<file path="config.mk">
export PLATFORM = sky130hd
export DESIGN_NAME = data_mem_arbiter_flat
export DESIGN_NICKNAME = d
export VERILOG_FILES = /design/src/rtl/data_mem_arbiter_if.sv /design/src/rtl/data_mem_arbiter.sv /design/src/flat_wrapper.sv
export SDC_FILE = /design/constraint.sdc
export NUM_CORES = 1
export LEC_CHECK = 0
export CORE_MARGIN = 10
export CORE_UTILIZATION = 51
export CTS_CLUSTER_DIAMETER = 120
export DETAILED_ROUTE_END_ITERATION = 16
export GPL_ROUTABILITY_DRIVEN = 1
export PLACE_DENSITY = 0.9
export SLEW_MARGIN = 20
export SYNTH_ARGS = -nofsm -noshare
export SYNTH_HDL_FRONTEND = slang
export SYNTH_SLANG_ARGS = --single-unit
</file>
<file path="constraint.sdc">
create_clock -name clk_i -period 8.9 [get_ports clk_i]
set_input_delay 1.335 -clock clk_i [delete_from_list [all_inputs] [get_ports clk_i]]
set_output_delay 1.335 -clock clk_i [all_outputs]
set_load 0.01 [all_outputs]
</file>
<file path="src/rtl/data_mem_arbiter_if.sv">
// ---------------------------------------------------------------------------
// data_mem_arbiter_if
//   Request/response bundle between one requester (core LSU or debug loader)
//   and the data memory arbiter.
//
//   req    requester -> arbiter  request, held with its fields until gnt
//   we     requester -> arbiter  1 = store, 0 = load
//   addr   requester -> arbiter  byte address
//   mode   requester -> arbiter  00 byte, 01 half, 10 word, 11 illegal
//   wdata  requester -> arbiter  store data, right-justified
//   gnt    arbiter -> requester  request accepted this cycle (combinational)
//   done   arbiter -> requester  one-cycle completion pulse
//   err    arbiter -> requester  transaction rejected, valid with done
//   rdata  arbiter -> requester  load result, held until the next done
// ---------------------------------------------------------------------------
interface data_mem_arbiter_if;
    logic        req;
    logic        we;
    logic [31:0] addr;
    logic [1:0]  mode;
    logic [31:0] wdata;
    logic        gnt;
    logic        done;
    logic        err;
    logic [31:0] rdata;

    modport master (
        output req, we, addr, mode, wdata,
        input  gnt, done, err, rdata
    );

    modport slave (
        input  req, we, addr, mode, wdata,
        output gnt, done, err, rdata
    );
endinterface

</file>
<file path="src/rtl/data_mem_arbiter.sv">
// ---------------------------------------------------------------------------
// data_mem_arbiter
//   Shares a byte-wide data memory between port A (core load/store unit) and
//   port B (debug/loader). Round-robin arbitration, one memory access per
//   load, one little-endian byte write per cycle for stores. Loads return
//   right-justified, zero-extended data. Out-of-range or illegal-mode
//   requests complete with err and never touch the memory.
//
//   clk_i        clock, rising edge
//   rst_ni       asynchronous active-low reset
//   a, b         requester ports (data_mem_arbiter_if.slave)
//   mem_we_o     memory write enable
//   mem_addr_o   memory byte address
//   mem_mode_o   memory read mode
//   mem_wdata_o  byte to write in [7:0], upper bits zero
//   mem_rdata_i  combinational memory read data (left-justified)
// ---------------------------------------------------------------------------
module data_mem_arbiter #(
    parameter int unsigned MEM_BYTES = 1024
) (
    input  logic               clk_i,
    input  logic               rst_ni,
    data_mem_arbiter_if.slave  a,
    data_mem_arbiter_if.slave  b,
    output logic               mem_we_o,
    output logic [31:0]        mem_addr_o,
    output logic [1:0]         mem_mode_o,
    output logic [31:0]        mem_wdata_o,
    input  logic [31:0]        mem_rdata_i
);

    typedef enum logic {IDLE, ACCESS} state_t;

    state_t      state_q, state_d;

    // Latched transaction
    logic        owner_q;       // 0 = port A, 1 = port B
    logic        we_q;
    logic [31:0] addr_q;
    logic [1:0]  mode_q;
    logic [31:0] wdata_q;
    logic [2:0]  len_q;
    logic [1:0]  cnt_q;
    logic        err_q;

    logic        prio_b_q;      // B wins the next tie
    logic        done_a_q, done_b_q;
    logic        err_a_q, err_b_q;
    logic [31:0] rdata_a_q, rdata_b_q;

    logic        gnt_a, gnt_b, gnt_any;
    logic        sel_we;
    logic [31:0] sel_addr, sel_wdata;
    logic [1:0]  sel_mode;
    logic [2:0]  sel_len;
    logic [32:0] sel_end;
    logic        sel_err;
    logic        last_byte, finish;
    logic [7:0]  store_byte;

    // The memory returns the addressed bytes left-justified in the word.
    function automatic logic [31:0] justify_load(input logic [1:0] mode,
                                                 input logic [31:0] raw);
        case (mode)
            2'b00:   return {24'h0, raw[31:24]};
            2'b01:   return {16'h0, raw[31:16]};
            default: return raw;
        endcase
    endfunction

    function automatic logic [2:0] mode_len(input logic [1:0] mode);
        case (mode)
            2'b00:   return 3'd1;
            2'b01:   return 3'd2;
            2'b10:   return 3'd4;
            default: return 3'd1;
        endcase
    endfunction

    // Arbitration and request selection
    always_comb begin
        gnt_a = 1'b0;
        gnt_b = 1'b0;
        if (state_q == IDLE) begin
            if (a.req && b.req) begin
                gnt_a = !prio_b_q;
                gnt_b = prio_b_q;
            end else begin
                gnt_a = a.req;
                gnt_b = b.req;
            end
        end
        gnt_any   = gnt_a | gnt_b;

        sel_we    = gnt_b ? b.we    : a.we;
        sel_addr  = gnt_b ? b.addr  : a.addr;
        sel_mode  = gnt_b ? b.mode  : a.mode;
        sel_wdata = gnt_b ? b.wdata : a.wdata;
        sel_len   = mode_len(sel_mode);
        // 33-bit end address so accesses near 0xFFFFFFFF cannot wrap into range
        sel_end   = {1'b0, sel_addr} + {30'h0, sel_len} - 33'd1;
        sel_err   = (sel_mode == 2'b11) || (sel_end >= 33'(MEM_BYTES));
    end

    assign store_byte = wdata_q[{cnt_q, 3'b000} +: 8];

    // Next state and memory-side outputs
    always_comb begin
        last_byte   = ({1'b0, cnt_q} == (len_q - 3'd1));
        finish      = (state_q == ACCESS) && (err_q || !we_q || last_byte);
        state_d     = state_q;
        mem_we_o    = 1'b0;
        mem_addr_o  = 32'h0;
        mem_mode_o  = 2'b10;
        mem_wdata_o = 32'h0;
        case (state_q)
            IDLE: begin
                if (gnt_any) state_d = ACCESS;
            end
            ACCESS: begin
                // A rejected transaction spends its ACCESS cycle with the bus idle
                if (!err_q) begin
                    mem_addr_o = addr_q;
                    mem_mode_o = mode_q;
                    if (we_q) begin
                        mem_we_o    = 1'b1;
                        mem_addr_o  = addr_q + {30'h0, cnt_q};
                        mem_wdata_o = {24'h0, store_byte};
                    end
                end
                if (finish) state_d = IDLE;
            end
            default: state_d = IDLE;
        endcase
    end

    always_ff @(posedge clk_i or negedge rst_ni) begin
        if (!rst_ni) begin
            state_q   <= IDLE;
            owner_q   <= 1'b0;
            we_q      <= 1'b0;
            addr_q    <= 32'h0;
            mode_q    <= 2'b00;
            wdata_q   <= 32'h0;
            len_q     <= 3'd1;
            cnt_q     <= 2'd0;
            err_q     <= 1'b0;
            prio_b_q  <= 1'b0;
            done_a_q  <= 1'b0;
            done_b_q  <= 1'b0;
            err_a_q   <= 1'b0;
            err_b_q   <= 1'b0;
            rdata_a_q <= 32'h0;
            rdata_b_q <= 32'h0;
        end else begin
            state_q <= state_d;
            if (gnt_any) begin
                owner_q  <= gnt_b;
                we_q     <= sel_we;
                addr_q   <= sel_addr;
                mode_q   <= sel_mode;
                wdata_q  <= sel_wdata;
                len_q    <= sel_len;
                cnt_q    <= 2'd0;
                err_q    <= sel_err;
                // Whoever was just served loses the next tie
                prio_b_q <= gnt_a;
            end else if (state_q == ACCESS) begin
                cnt_q <= cnt_q + 2'd1;
            end

            done_a_q <= finish && !owner_q;
            done_b_q <= finish &&  owner_q;
            err_a_q  <= finish && !owner_q && err_q;
            err_b_q  <= finish &&  owner_q && err_q;

            // Stores leave the owner's last load result untouched
            if (finish && !owner_q) begin
                if (err_q)      rdata_a_q <= 32'h0;
                else if (!we_q) rdata_a_q <= justify_load(mode_q, mem_rdata_i);
            end
            if (finish && owner_q) begin
                if (err_q)      rdata_b_q <= 32'h0;
                else if (!we_q) rdata_b_q <= justify_load(mode_q, mem_rdata_i);
            end
        end
    end

    assign a.gnt   = gnt_a;
    assign b.gnt   = gnt_b;
    assign a.done  = done_a_q;
    assign b.done  = done_b_q;
    assign a.err   = err_a_q;
    assign b.err   = err_b_q;
    assign a.rdata = rdata_a_q;
    assign b.rdata = rdata_b_q;

endmodule

</file>
<file path="src/flat_wrapper.sv">
// flat-port wrapper written by rule: the top's interface ports become plain ports
module data_mem_arbiter_flat 
#(
    parameter int unsigned MEM_BYTES = 1024
)
  (clk_i, rst_ni, mem_we_o, mem_addr_o, mem_mode_o, mem_wdata_o, mem_rdata_i, a_req, a_we, a_addr, a_mode, a_wdata, a_gnt, a_done, a_err, a_rdata, b_req, b_we, b_addr, b_mode, b_wdata, b_gnt, b_done, b_err, b_rdata);
  data_mem_arbiter_if a_i ();
  data_mem_arbiter_if b_i ();
  input  logic clk_i;
  input  logic rst_ni;
  output logic mem_we_o;
  output logic [31:0] mem_addr_o;
  output logic [1:0] mem_mode_o;
  output logic [31:0] mem_wdata_o;
  input  logic [31:0] mem_rdata_i;
  input wire logic [$bits(a_i.req)-1:0] a_req;
  input wire logic [$bits(a_i.we)-1:0] a_we;
  input wire logic [$bits(a_i.addr)-1:0] a_addr;
  input wire logic [$bits(a_i.mode)-1:0] a_mode;
  input wire logic [$bits(a_i.wdata)-1:0] a_wdata;
  output wire logic [$bits(a_i.gnt)-1:0] a_gnt;
  output wire logic [$bits(a_i.done)-1:0] a_done;
  output wire logic [$bits(a_i.err)-1:0] a_err;
  output wire logic [$bits(a_i.rdata)-1:0] a_rdata;
  input wire logic [$bits(b_i.req)-1:0] b_req;
  input wire logic [$bits(b_i.we)-1:0] b_we;
  input wire logic [$bits(b_i.addr)-1:0] b_addr;
  input wire logic [$bits(b_i.mode)-1:0] b_mode;
  input wire logic [$bits(b_i.wdata)-1:0] b_wdata;
  output wire logic [$bits(b_i.gnt)-1:0] b_gnt;
  output wire logic [$bits(b_i.done)-1:0] b_done;
  output wire logic [$bits(b_i.err)-1:0] b_err;
  output wire logic [$bits(b_i.rdata)-1:0] b_rdata;
  assign a_i.req = a_req;
  assign a_i.we = a_we;
  assign a_i.addr = a_addr;
  assign a_i.mode = a_mode;
  assign a_i.wdata = a_wdata;
  assign a_gnt = a_i.gnt;
  assign a_done = a_i.done;
  assign a_err = a_i.err;
  assign a_rdata = a_i.rdata;
  assign b_i.req = b_req;
  assign b_i.we = b_we;
  assign b_i.addr = b_addr;
  assign b_i.mode = b_mode;
  assign b_i.wdata = b_wdata;
  assign b_gnt = b_i.gnt;
  assign b_done = b_i.done;
  assign b_err = b_i.err;
  assign b_rdata = b_i.rdata;
  data_mem_arbiter #(.MEM_BYTES(MEM_BYTES)) u_core (.clk_i(clk_i), .rst_ni(rst_ni), .a(a_i), .b(b_i), .mem_we_o(mem_we_o), .mem_addr_o(mem_addr_o), .mem_mode_o(mem_mode_o), .mem_wdata_o(mem_wdata_o), .mem_rdata_i(mem_rdata_i));
endmodule
</file>
Word level (Yosys, flattened, before mapping):

Cells that the tools add are included.

* bits in registers: 144
* latch bits: 0
* RAM bits: 0
* bits in read-only memories: 0
* bits of input ports: 170
* output and inout port bits: 137
* memories kept: 0

* add/sub/neg operators: 5
* multiply operators: 0
* divide/modulo/power cells: 0
* order comparisons: 1
* equal/unequal tests: 6
* shift-type cells: 1
* muxes and demuxes: 28
* bitwise logic cells: 2
* reduce and logical (&&, ||, !) cells: 16

Operator list (count)
* 2-to-1 mux 32 bit: 9
* case mux 32 bit (2 select lines): 1
* adder 32 x 3 -> 33 bit: 1
* >= comparator 33 x 11 -> 1 bit, second input constant: 1
* subtractor 33 x 1 -> 33 bit, second input constant: 1
* adder 32 x 2 -> 32 bit: 1
* variable part select 32 x 6 -> 8 bit: 1
* 2-to-1 mux 1 bit: 10
* 2-to-1 mux 2 bit: 5
* 2-to-1 mux 8 bit: 1
* logical AND 1 bit: 6
* case mux 3 bit (2 select lines): 1
* == test 2 x 1 -> 1 bit, second input constant: 2
* == test 2 bit, second input constant: 2
* AND reduction 2 bit: 2
* == test 2 x 3 -> 1 bit: 1
* zero test 1 bit: 3
* logical OR 1 bit: 3
* subtractor 3 x 1 -> 3 bit, second input constant: 1
* adder 2 x 1 -> 2 bit, second input constant: 1
* zero test 2 bit: 1
* inequality test 2 bit, second input constant: 1
* case mux 1 bit (2 select lines): 1
* nonzero test 2 bit: 1
* 2 further kinds: 2

Depth between registers and ports, before layout:

* depth after elaboration: 10
* mapped depth: 22
* gate-level depth less buffers: 20

Worst setup path before layout:

No wires, ideal clock.

* path kind: input to register
* from: input a_req
* to: register u_core.err_q
* library setup time: 0.125 ns
* arrival: 5.323 ns
* slack: 3.452 ns
* stages on the path: 21
* path buffers: 1
* cell sequence: inv_1 -> o211ai_1 -> clkbuf_1 -> mux2i_1 -> inv_1 -> ha_1 -> inv_1 -> ha_1 -> inv_1 -> ha_1 -> inv_1 -> fa_1 -> nor2b_1 -> o31ai_4 -> a2111o_1 -> nand3_2 -> nand4_1 -> a221oi_1 -> xor2_1 -> nor4_1 -> nor2_1

* longest elaborated chain between the ends: 10

Ends and longest elaborated chain
* start: declaration: RTL line flat_wrapper.sv:16 `input wire logic [$bits(a_i.req)-1:0] a_req;`
* logical AND 1 bit (*): RTL line data_mem_arbiter.sv:85 `if (a.req && b.req) begin`
* 2-to-1 mux 1 bit (*): RTL line data_mem_arbiter.sv:85
* 2-to-1 mux 1 bit (*): RTL line data_mem_arbiter.sv:84 `if (state_q == IDLE) begin`
* 2-to-1 mux 2 bit (*): RTL line data_mem_arbiter.sv:97 `sel_mode = gnt_b ? b.mode : a.mode;`
* named net u_core.sel_mode[0]: RTL line data_mem_arbiter.sv:54 `logic [1:0] sel_mode;`
* == test 2 bit or == test 2 x 1 -> 1 bit (tied branches): RTL line data_mem_arbiter.sv:72 `case (mode)`
* case mux 3 bit (2 select lines) (*): RTL line data_mem_arbiter.sv:72
* named net u_core.sel_len[1]: RTL line data_mem_arbiter.sv:55 `logic [2:0] sel_len;`
* adder 32 x 3 -> 33 bit (*): RTL line data_mem_arbiter.sv:101 `sel_end = {1'b0, sel_addr} + {30'h0, sel_len} - 33'd1;`
* subtractor 33 x 1 -> 33 bit (*): RTL line data_mem_arbiter.sv:101
* >= comparator 33 x 11 -> 1 bit (*): RTL line data_mem_arbiter.sv:102 `sel_err = (sel_mode == 2'b11) || (sel_end >= 33'(MEM_BYTES));`
* logical OR 1 bit (*): RTL line data_mem_arbiter.sv:102
* end signal: assignment: RTL line data_mem_arbiter.sv:165 `err_q <= sel_err;`
* end: declaration: RTL line data_mem_arbiter.sv:44 `logic err_q;`

The timed path passes the listed nets; every way through them passes the cells marked *.
A chain may end at the register's enable or synchronous reset.

Worst setup path in the final report:

Same ends and word-level chain as after synthesis.

==> impl_metrics.yaml <==
timing:
  tightest_slew_ns: 1.02
  post-route-period-util_pct: 68.2
  fmax_ghz: 0.165
  rsz0062_at_grt: "no"
  timing.final.ws_setup_ns: 2.83
  period_needed_ns: 6.07
  holdWs_ns: 0.479
  fin_setup_tns_ns: 0
  maxSlewViolCount: 0
  hold_violations: 0
  relSlewSlack_pct: 31.5
  fin_worst_skew_ns: 0.0123
  final-setup-viol-count: 0
placed_design:
  dpl.hpwl_um: 24700
  place.gp.congestion: 0.975
  io_buffers: 282
  post-place-ws_ns: 2.48
  dpl_cell_area_um2: 12300
outcome:
  status: "finished, final reports clean"
logic_synthesis:
  synth_top_cell_area_share_pct: 37.7
  synth-simple-area-share_pct: 20.3
  synth_compound_area_share_pct: 16.4
  synthArstFlopShare_pct: 100
  yosysTopAreaCell: "dfrtp_1"
  syn_avg_cell_area_um2: 8.40
  synthFlopType: "dfrtp_1"
  ys_warn_count: 0
  synth_commonest_cells: "nand2_1 (208), dfrtp_1 (143), nor2_1 (116), o21ai_0 (105), inv_1 (60)"
  synth.area.mux_share_pct: 8.80
  synthAdderAreaFrac_pct: 5.70
  yosysMostFrequentCell: "nand2_1"
  yosys.area_share.xor_xnor_pct: 3.51
  synth.area.top_cells: "dfrtp_1 (38%), nand2_1 (8.2%), o21ai_0 (5.5%)"
  ys_types: 81
  synth-edff-count: 0
  synth_top_family_by_area: "simple AND/OR/NAND/NOR gates"
  netlist_area_um2: 9490
  synth_seq_cells: 144
  yosysSeqAreaShare_pct: 38.0
  netlist_instances: 1129
clock_tree:
  cts_buffer_depth: 2
  cts_setup_buffers: 0
  cts_tree: "yes"
  path_clk_slew_ns: 0.07
  hold_buffers: 0
  clock-sinks: 144
  cts-root-buf: "clkbuf_16"
  cts_htree_levels: 4
  ctsResizeCount: 0
  clk_latency_ns: 0.43
  cts-buffers-inserted: 17
worst_hold_path:
  hp-class: "reg2reg"
finish:
  seq_area_um2: 3600
  fill_cells: 1363
  multi_input_area_um2: 5300
  nets: 1590
  antenna_cells: 0
  syn2layout_area_growth_pct: 36.4
  utilization_pct: 71.3
  fin_area_um2: 12900
  layout-drive-gt1-share_pct: 6.90
global_route:
  antenna_found_initial: 0
  grt_max_degree: 80
  grt_pass1_vias: 9408
  grt_usage_pct: 26.1
  grt_pass1_wl_um: 51300
  grt_overflow: 0
critical_path:
  critPathBufInv: 7
  rrSetupSlack_ns: 3.66
  cpMaxStageDelayCell: "buf_4"
  path_cells: "clkdlybuf4s50_1, inv_1, o211ai_1, buf_4, mux2i_1, inv_1, ha_1, inv_1, ha_1, inv_1, ha_1, inv_1, fa_1, nor2b_1, o31ai_4, a2111o_1, nand3_1, o221ai_1, a2111oi_2, nand4_1, nor4_1, nor2_1"
  critPathMostFrequentCell: "inv_1"
  crit_path_max_incr_delay_ns: 0.61
  cp-start-kind: "input pin"
  worstSetupPathType: "in2reg"
  arrival_ns: 6.38
  worstPathRequired_ns: 9.22
  cp_max_fo: 45
  end_kind: "flip-flop"
  cpLargestDelayFamily: "buffers and inverters"
power:
  switching_share_pct: 35.1
  p_comb_share_pct: 31.6
  pwr-share-clk_pct: 32.6
  power_density_nw_per_um2: 182
  irDropWorstVdd_mv: 0.143
  internal-power_uw: 1530
  p_seq_share_pct: 35.8
  leakage_uw: 0.00562
  netSwitchingPower_uw: 826
detailed_routing:
  drt-initial-drc-count: 876
  drc_errors: 0
  firstDrtPassIters: 6
  vias: 9248
  postRouteAntennaNets: 0
  wl_per_cell_um: 20.2
  wirelength_um: 32700
  via_per_inst: 5.71
floorplanning:
  dieArea_um2: 24500
  ios: 307
  start_util_pct: 52.3
  fp.dieH_um: 156
  core_um2: 18100
  die_w_um: 156
  rows: 49
flow_run:
  maxCapViolCount: 0
==> routing by layer <==
metal / GRT usage [%] / wire (um)
met2: 46.2 / 16600
met1: 30.8 / 12700
met4: 8.27 / 807
met5: 0 / 0
met3: 5.89 / 2600
==> per-stage QoR <==
step	power, uW	cells
detailed placement	1570	1588
finish	2350	1620
global route	2480	1620
floorplan	1340	1152
CTS	2350	1620
global placement	1550	1588
==> path summary, 6_finish.rpt <==
kind | start | end | cells past startpoint
setup / recovery | a_req | u_core.err_q$_DFFE_PN0P_ | 22
hold / removal | u_core.owner_q$_DFFE_PN0P_ | u_core.a.done$_DFF_PN0_ | 1
setup reg to reg | u_core.state_q$_DFF_PN0_ | u_core.err_q$_DFFE_PN0P_ | 21
hold reg to reg | u_core.owner_q$_DFFE_PN0P_ | u_core.a.done$_DFF_PN0_ | 1
max in group asynchronous | rst_ni | u_core.a.rdata[5]$_DFFE_PN0P_ | 2
min in group asynchronous | rst_ni | u_core.wdata_q[5]$_DFFE_PN0P_ | 1
==> power by group through the flow <==
stage | Combinational, uW | Sequential [uW] | Clock, uW
after floorplan | 541 | 798 | 0
after global placement | 707 | 841 | 0
after detailed placement | 724 | 848 | 0
after CTS | 736 | 837 | 773
after global routing | 823 | 851 | 803
final | 743 | 841 | 767
==> cell type report <==
class                      instances  area share [%]
inverter                          61            1.77
clock buffer                      19            3.42
tap                              229            2.21
sequential                       144            27.9
multi-input combinational        862            41.0
timing repair buffer             292            22.4
clock inverter                    13            1.36
==> flip-flops by register name (all words and copies together) (netlist names) <==
register,count
u_core.a.err,1
u_core.wdata_q,32
u_core.prio_b_q,1
u_core.b.done,1
u_core.err_q,1
u_core.state_q,1
u_core.mode_q,2
u_core.a.done,1
u_core.addr_q,32
u_core.owner_q,1
u_core.len_q,3
u_core.we_q,1
u_core.b.rdata,32
u_core.b.err,1
u_core.a.rdata,32
u_core.cnt_q,2
==> cell families after synthesis <==
| group | Yosys count |
|---|---|
| buffers and inverters | 146 |
| AOI/OAI and AO/OA | 248 |
| other | 1 |
| and+or+nand+nor | 439 |
| xor gates and xnor gates | 38 |
| adders and majority gates | 42 |
| muxes | 71 |
| DFF | 144 |
==> cells in the final DEF (no fill, tap or decap), drive strengths merged, types with 20 or more instances in the layout <==
master,synthesis,final
a21oi,36,36
nand3,27,27
a31oi,35,35
dfrtp,143,143
and3,20,20
mux2i,44,44
inv,60,66
ha,40,40
nor2,116,116
o21ai,110,110
conb,1,24
nand2,209,209
clkdlybuf4s50,0,281
xor2,22,22
Note: power is estimated with default switching activity, not from simulation.
